<file path="src/rtl/robm_shadow_monitor.sv">
// ---------------------------------------------------------------------------
// robm_shadow_monitor
//
// Passive observer of the robm controller. It rebuilds the controller state
// from the observed output vector y alone. The vector is sampled once per
// smp_en cycle, and the tracked state is published one clock later. A pattern
// that is not legal from the tracked state raises a sticky error and drops
// the tracker into HUNT. HUNT waits for a lone y5, which the controller only
// emits on its way back to S1.
//
// Ports
//   clk          : the one clock, rising edge
//   rst          : asynchronous active-low reset
//   smp_en       : sample qualifier; nothing changes while it is low
//   y[9:0]       : observed controller outputs, y[0]=y1 ... y[9]=y10
//   state_o[2:0] : tracked state, 0=HUNT, 1..7=S1..S7
//   err_o        : sticky illegal-pattern flag (cleared only by rst)
//   err_state_o  : tracked state at the moment of the first error
//   trans_cnt_o  : saturating count of tracked state changes
//   stall_o      : no-progress indicator for the waiting states S4/S7
// ---------------------------------------------------------------------------
module robm_shadow_monitor #(
   parameter int unsigned STALL_MAX = 255
) (
   input  logic        clk,
   input  logic        rst,
   input  logic        smp_en,
   input  logic [9:0]  y,
   output logic [2:0]  state_o,
   output logic        err_o,
   output logic [2:0]  err_state_o,
   output logic [15:0] trans_cnt_o,
   output logic        stall_o
);

   localparam logic [2:0] ST_HUNT = 3'd0;
   localparam logic [2:0] ST_S1   = 3'd1;
   localparam logic [2:0] ST_S2   = 3'd2;
   localparam logic [2:0] ST_S3   = 3'd3;
   localparam logic [2:0] ST_S4   = 3'd4;
   localparam logic [2:0] ST_S5   = 3'd5;
   localparam logic [2:0] ST_S6   = 3'd6;
   localparam logic [2:0] ST_S7   = 3'd7;

   // Observed patterns; each constant is the complete vector, all other bits 0
   localparam logic [9:0] P_NONE = 10'h000;
   localparam logic [9:0] P_Y1Y2 = 10'h003;
   localparam logic [9:0] P_Y2Y3 = 10'h006;
   localparam logic [9:0] P_Y4   = 10'h008;
   localparam logic [9:0] P_Y5   = 10'h010;
   localparam logic [9:0] P_Y6   = 10'h020;
   localparam logic [9:0] P_Y7Y8 = 10'h0C0;
   localparam logic [9:0] P_Y2Y9 = 10'h102;
   localparam logic [9:0] P_Y10  = 10'h200;

   localparam logic [7:0]  STALL_LIM = 8'(STALL_MAX);
   localparam logic [7:0]  STALL_SAT = 8'hFF;
   localparam logic [15:0] TRANS_SAT = 16'hFFFF;

   logic [2:0]  state_r;
   logic        err_r;
   logic [2:0]  err_state_r;
   logic [15:0] trans_cnt_r;
   logic [7:0]  stall_cnt_r;

   logic [2:0]  nxt_state_s;
   logic        illegal_s;
   logic        changed_s;
   logic        waiting_s;

   // Tracked-state register; only a qualified sample may move it
   always_ff @(posedge clk or negedge rst) begin
      if (!rst) begin
         state_r <= ST_S1;
      end else if (smp_en) begin
         state_r <= nxt_state_s;
      end
   end

   // Legal pattern table; anything unlisted from S1..S7 is an error and leads to HUNT
   always_comb begin
      nxt_state_s = state_r;
      illegal_s   = 1'b0;
      case (state_r)
         ST_HUNT: begin
            // Only a lone y5 resynchronises; HUNT itself never flags errors
            if (y == P_Y5) begin
               nxt_state_s = ST_S1;
            end else begin
               nxt_state_s = ST_HUNT;
            end
         end
         ST_S1: begin
            case (y)
               P_NONE:         nxt_state_s = ST_S1;
               P_Y4:           nxt_state_s = ST_S2;
               P_Y7Y8:         nxt_state_s = ST_S3;
               P_Y1Y2, P_Y2Y3: nxt_state_s = ST_S4;
               P_Y10:          nxt_state_s = ST_S5;
               default:        illegal_s   = 1'b1;
            endcase
         end
         ST_S2: begin
            case (y)
               P_Y5:    nxt_state_s = ST_S1;
               default: illegal_s   = 1'b1;
            endcase
         end
         ST_S3: begin
            case (y)
               P_Y6:    nxt_state_s = ST_S6;
               default: illegal_s   = 1'b1;
            endcase
         end
         ST_S4: begin
            case (y)
               P_NONE:  nxt_state_s = ST_S4;
               P_Y4:    nxt_state_s = ST_S2;
               default: illegal_s   = 1'b1;
            endcase
         end
         ST_S5: begin
            case (y)
               P_Y2Y9:  nxt_state_s = ST_S7;
               P_Y2Y3:  nxt_state_s = ST_S4;
               default: illegal_s   = 1'b1;
            endcase
         end
         ST_S6: begin
            case (y)
               P_Y1Y2, P_Y2Y3: nxt_state_s = ST_S4;
               P_Y4:           nxt_state_s = ST_S2;
               default:        illegal_s   = 1'b1;
            endcase
         end
         ST_S7: begin
            case (y)
               P_NONE:  nxt_state_s = ST_S7;
               P_Y2Y3:  nxt_state_s = ST_S4;
               default: illegal_s   = 1'b1;
            endcase
         end
         default: illegal_s = 1'b1;
      endcase
      if (illegal_s) begin
         nxt_state_s = ST_HUNT;
      end else begin
         nxt_state_s = nxt_state_s;
      end
   end

   assign changed_s = (nxt_state_s != state_r);
   assign waiting_s = (state_r == ST_S4) || (state_r == ST_S7);

   // Sticky error flag; err_state captures only the first offending state
   always_ff @(posedge clk or negedge rst) begin
      if (!rst) begin
         err_r       <= 1'b0;
         err_state_r <= 3'd0;
      end else if (smp_en && illegal_s) begin
         err_r <= 1'b1;
         if (!err_r) begin
            err_state_r <= state_r;
         end
      end
   end

   // Transition counter, saturating; HUNT entries and exits count as changes
   always_ff @(posedge clk or negedge rst) begin
      if (!rst) begin
         trans_cnt_r <= 16'd0;
      end else if (smp_en && changed_s && (trans_cnt_r != TRANS_SAT)) begin
         trans_cnt_r <= trans_cnt_r + 16'd1;
      end
   end

   // No-progress run length in S4/S7, cleared by any change, saturating
   always_ff @(posedge clk or negedge rst) begin
      if (!rst) begin
         stall_cnt_r <= 8'd0;
      end else if (smp_en) begin
         if (changed_s) begin
            stall_cnt_r <= 8'd0;
         end else if (waiting_s && (stall_cnt_r != STALL_SAT)) begin
            stall_cnt_r <= stall_cnt_r + 8'd1;
         end
      end
   end

   // Output decode; stall is a pure compare on the registered run length
   always_comb begin
      state_o     = state_r;
      err_o       = err_r;
      err_state_o = err_state_r;
      trans_cnt_o = trans_cnt_r;
      if (stall_cnt_r >= STALL_LIM) begin
         stall_o = 1'b1;
      end else begin
         stall_o = 1'b0;
      end
   end

endmodule

</file>
<file path="config.mk">
export PLATFORM = sky130hd
export DESIGN_NAME = robm_shadow_monitor
export DESIGN_NICKNAME = d
export VERILOG_FILES = /design/src/rtl/robm_shadow_monitor.sv
export SDC_FILE = /design/constraint.sdc
export NUM_CORES = 1
export LEC_CHECK = 0
export CAP_MARGIN = 20
export CORE_UTILIZATION = 55
export CTS_CLUSTER_SIZE = 24
export DETAILED_ROUTE_END_ITERATION = 8
export PLACE_DENSITY = 0.81
export SYNTH_ARGS = -nofsm -noshare
export SYNTH_HDL_FRONTEND = slang
export SYNTH_SLANG_ARGS = --single-unit
</file>
<file path="constraint.sdc">
create_clock -name clk -period 3.1 [get_ports clk]
set_input_delay 0.62 -clock clk [delete_from_list [all_inputs] [get_ports clk]]
set_output_delay 0.62 -clock clk [all_outputs]
set_load 0.005 [all_outputs]
</file>
==> qor.csv <==
metric,value,unit
wire_per_inst,20.0,um
cts_root_buf,clkbuf_8,
wl,8280,um
drv_slew,0,
fmax,0.312,GHz
die_w,68.8,um
hp-class,reg -> reg,
first_pass_iters,5,
syn_nets,300,
numCtsBuffers,5,
final.setup.worst_slack,-109,ps
synth_area_leaders,"dfrtp_1, xor2_1, nand4_1, nand2_1, a311oi_1",
synth_seq_cells,31,
num_io_pins,37,
relSlewSlack,50.2,%
min_period,3210,ps
peakVddDrop,0.395,mV
syn2layout_area_growth,42.6,%
crit_fanout,6,
clock_latency,280,ps
drtIter0Drc,312,
place_area,3140,um2
max_cap_viol_count,0,
yosysSeqAreaShare,31.7,%
grt_overflow,0,
clk_pin_slew_worst_paths,70,ps
rows,23,
drive_gt1_share,27.5,%
cts_tree,built,
ys_types,61,
violations,setup timing,
tightest_slew,742,ps
ctsHtreeMaxLevel,2,
drc,0,
coreArea,4140,um2
status,finished with violations,
dieArea,4730,um2
antenna_found_initial,0,
rsz0062_at_grt,yes,
setup_viol,6,
n_antenna_cell,0,
yosysTopAreaCellShare,30.6,%
final_cell_area,3500,um2
clock-sinks,31,
start_util,59.2,%
drtAntennaViolNets,0,
synthArstFlopShare,100,%
worstRegToRegCells,8,
hpwl,4780,um
die_y,68.8,um
leakagePower,1.48,nW
syn-instance-count,285,
nNetsFinal,378,
gr-usage-all-layers,34.7,%
arrival,3370,ps
gp_congestion,0.908,
worstSetupPathType,in -> reg,
cp-start-kind,input pin,
vias,2798,
vias_per_cell,6.76,
cp-end-kind,flop,
ys_warn_count,0,
synth_top_area_cell,dfrtp_1,
grt_start_max_net_pins,32,
grt_pass1_wl,12300,um
avgSynthCellArea,8.60,um2
syn_area,2450,um2
finalHoldViolations,0,
max-clock-path-buffers,2,
grt_pass1_vias,2613,
powerDensity,385,nW/um2
pre_cts_slack,-539,ps
finalClockSkew,8.82,ps
critical_path_required,3260,ps
holdBufCountCts,0,
min_period_over_period,104,%
synth_ff_type,dfrtp_1,
synth_edf_count,0,
numPortBuffers,36,
hold_depth,1,
==> synthesized netlist by cell type, drive strengths merged, types with 3 or more instances <==
cell type / n
a211oi: 4
nor4: 6
or3: 3
nor3: 9
nand4: 14
xor2: 11
clkbuf: 12
o21ai: 11
and3: 7
and2: 3
nand2b: 3
nand3: 12
nand2: 23
o211ai: 6
nor2: 12
a31oi: 6
a311o: 3
mux2: 8
buf: 9
inv: 14
nor2b: 7
dfrtp: 30
a41oi: 7
and4: 5
a311oi: 8
a21oi: 6
a21boi: 3
and3b: 4
a31o: 3
==> placed cells by master (no fill, tap or decap), types with 3 or more instances in the layout <==
cell type	netlist	layout
a311o_1	3	3
o21ai_0	11	10
and4_1	5	5
dfrtp_1	30	30
inv_1	14	14
nand3_1	12	12
nand2b_1	3	3
nand2_1	23	23
buf_6	2	6
a41oi_1	7	6
nor4_1	4	3
clkdlybuf4s50_1	0	26
a31o_2	3	3
clkbuf_8	0	7
nand4_1	14	14
a31oi_1	6	3
nor2b_1	7	7
dlygate4sd2_1	0	5
a311oi_1	8	7
nor2_1	12	12
mux2_4	0	3
and3b_1	4	4
xor2_1	11	10
nor3_1	9	7
mux2_2	4	4
buf_4	3	49
a21oi_1	6	6
and3_1	7	7
a21boi_0	3	3
o211ai_1	6	6
and2_1	3	3
==> layer usage <==
metal	vias to the layer above	global-route usage (%)	part of all wire, %
met1	1342	45.4	42
met3	35	5.76	7.4
met5	-	0	0
met4	0	11.0	3.4
met2	158	58.2	47
li1	1263	-	-
==> cells by family (layout without fill, tap and decap cells) <==
| family | after synthesis | count (layout) | synth area share [%] |
|---|---|---|---|
| muxes | 8 | 8 | 3.67 |
| DFF | 31 | 31 | 31.7 |
| buffers and inverters | 36 | 115 | 6.79 |
| xor gates and xnor gates | 12 | 12 | 4.29 |
| adders and majority gates | 2 | 2 | 1.02 |
| AOI/OAI and AO/OA | 80 | 80 | 25.5 |
| and+or+nand+nor | 116 | 116 | 27.1 |
==> stage by stage <==
stage               setup TNS, ps  std cells  total power [mW]  utilization (%)  hold slack (ps)
floorplan                       0        285             0.743                -              324
global placement           -11430        398             0.936             75.7              481
detailed placement         -11820        398             0.953             75.7              499
CTS                             0        411              1.32             82.6              510
global route                 -300        414              1.42             84.4              521
finish                       -193        414              1.35             84.4              507
==> critical path, stage by stage <==
cell and delay (ps):
clkdlybuf4s15_1 300, nor4_4 370, buf_4 180, buf_4 110, and4_1 180, o22ai_1 110
a221o_1 410, o31ai_4 380, buf_12 160, nor2b_1 40, or4_1 500
==> repair_timing <==
action | in CTS | in global routing
cloned | 2 | 0
setup buffers | 3 | 4
pin swaps | 7 | 9
gates resized for setup | 29 | 24
endpoints found under the setup margin | 27 | 20
==> layout make-up <==
class,count,area (um2)
inverters,15,56.3
clock buffers,8,100
multi-input cells,218,1680
fillers,235,648
well taps,50,62.6
repair buffers,92,817
flip-flops and latches,31,777
==> sequential cells by signal (all words and copies together), names as in the netlist <==
register,cells
err_o,1
err_state_o,3
stall_cnt_r,8
state_o,3
trans_cnt_o,16
==> report_power, final <==
group	total (mW)	switching [mW]	internal, mW	leakage (nW)
registers	0.571	0.0979	0.473	0.381
clock network	0.355	0.152	0.203	0.0515
logic	0.421	0.186	0.235	1.04
==> final timing paths <==
path,startpoint,end,slack (ps)
worst min-delay path,trans_cnt_o[15]$_DFFE_PN0P_,trans_cnt_o[15]$_DFFE_PN0P_,510
worst max register to register,state_o[0]$_DFFE_PN1P_,trans_cnt_o[0]$_DFFE_PN0P_,100
max in group asynchronous,rst,state_o[0]$_DFFE_PN1P_,2020
min in group asynchronous,rst,trans_cnt_o[15]$_DFFE_PN0P_,750
worst min register to register,trans_cnt_o[15]$_DFFE_PN0P_,trans_cnt_o[15]$_DFFE_PN0P_,510
worst max-delay path,y[0],trans_cnt_o[0]$_DFFE_PN0P_,-110
Power figures use the tool's default switching activity.
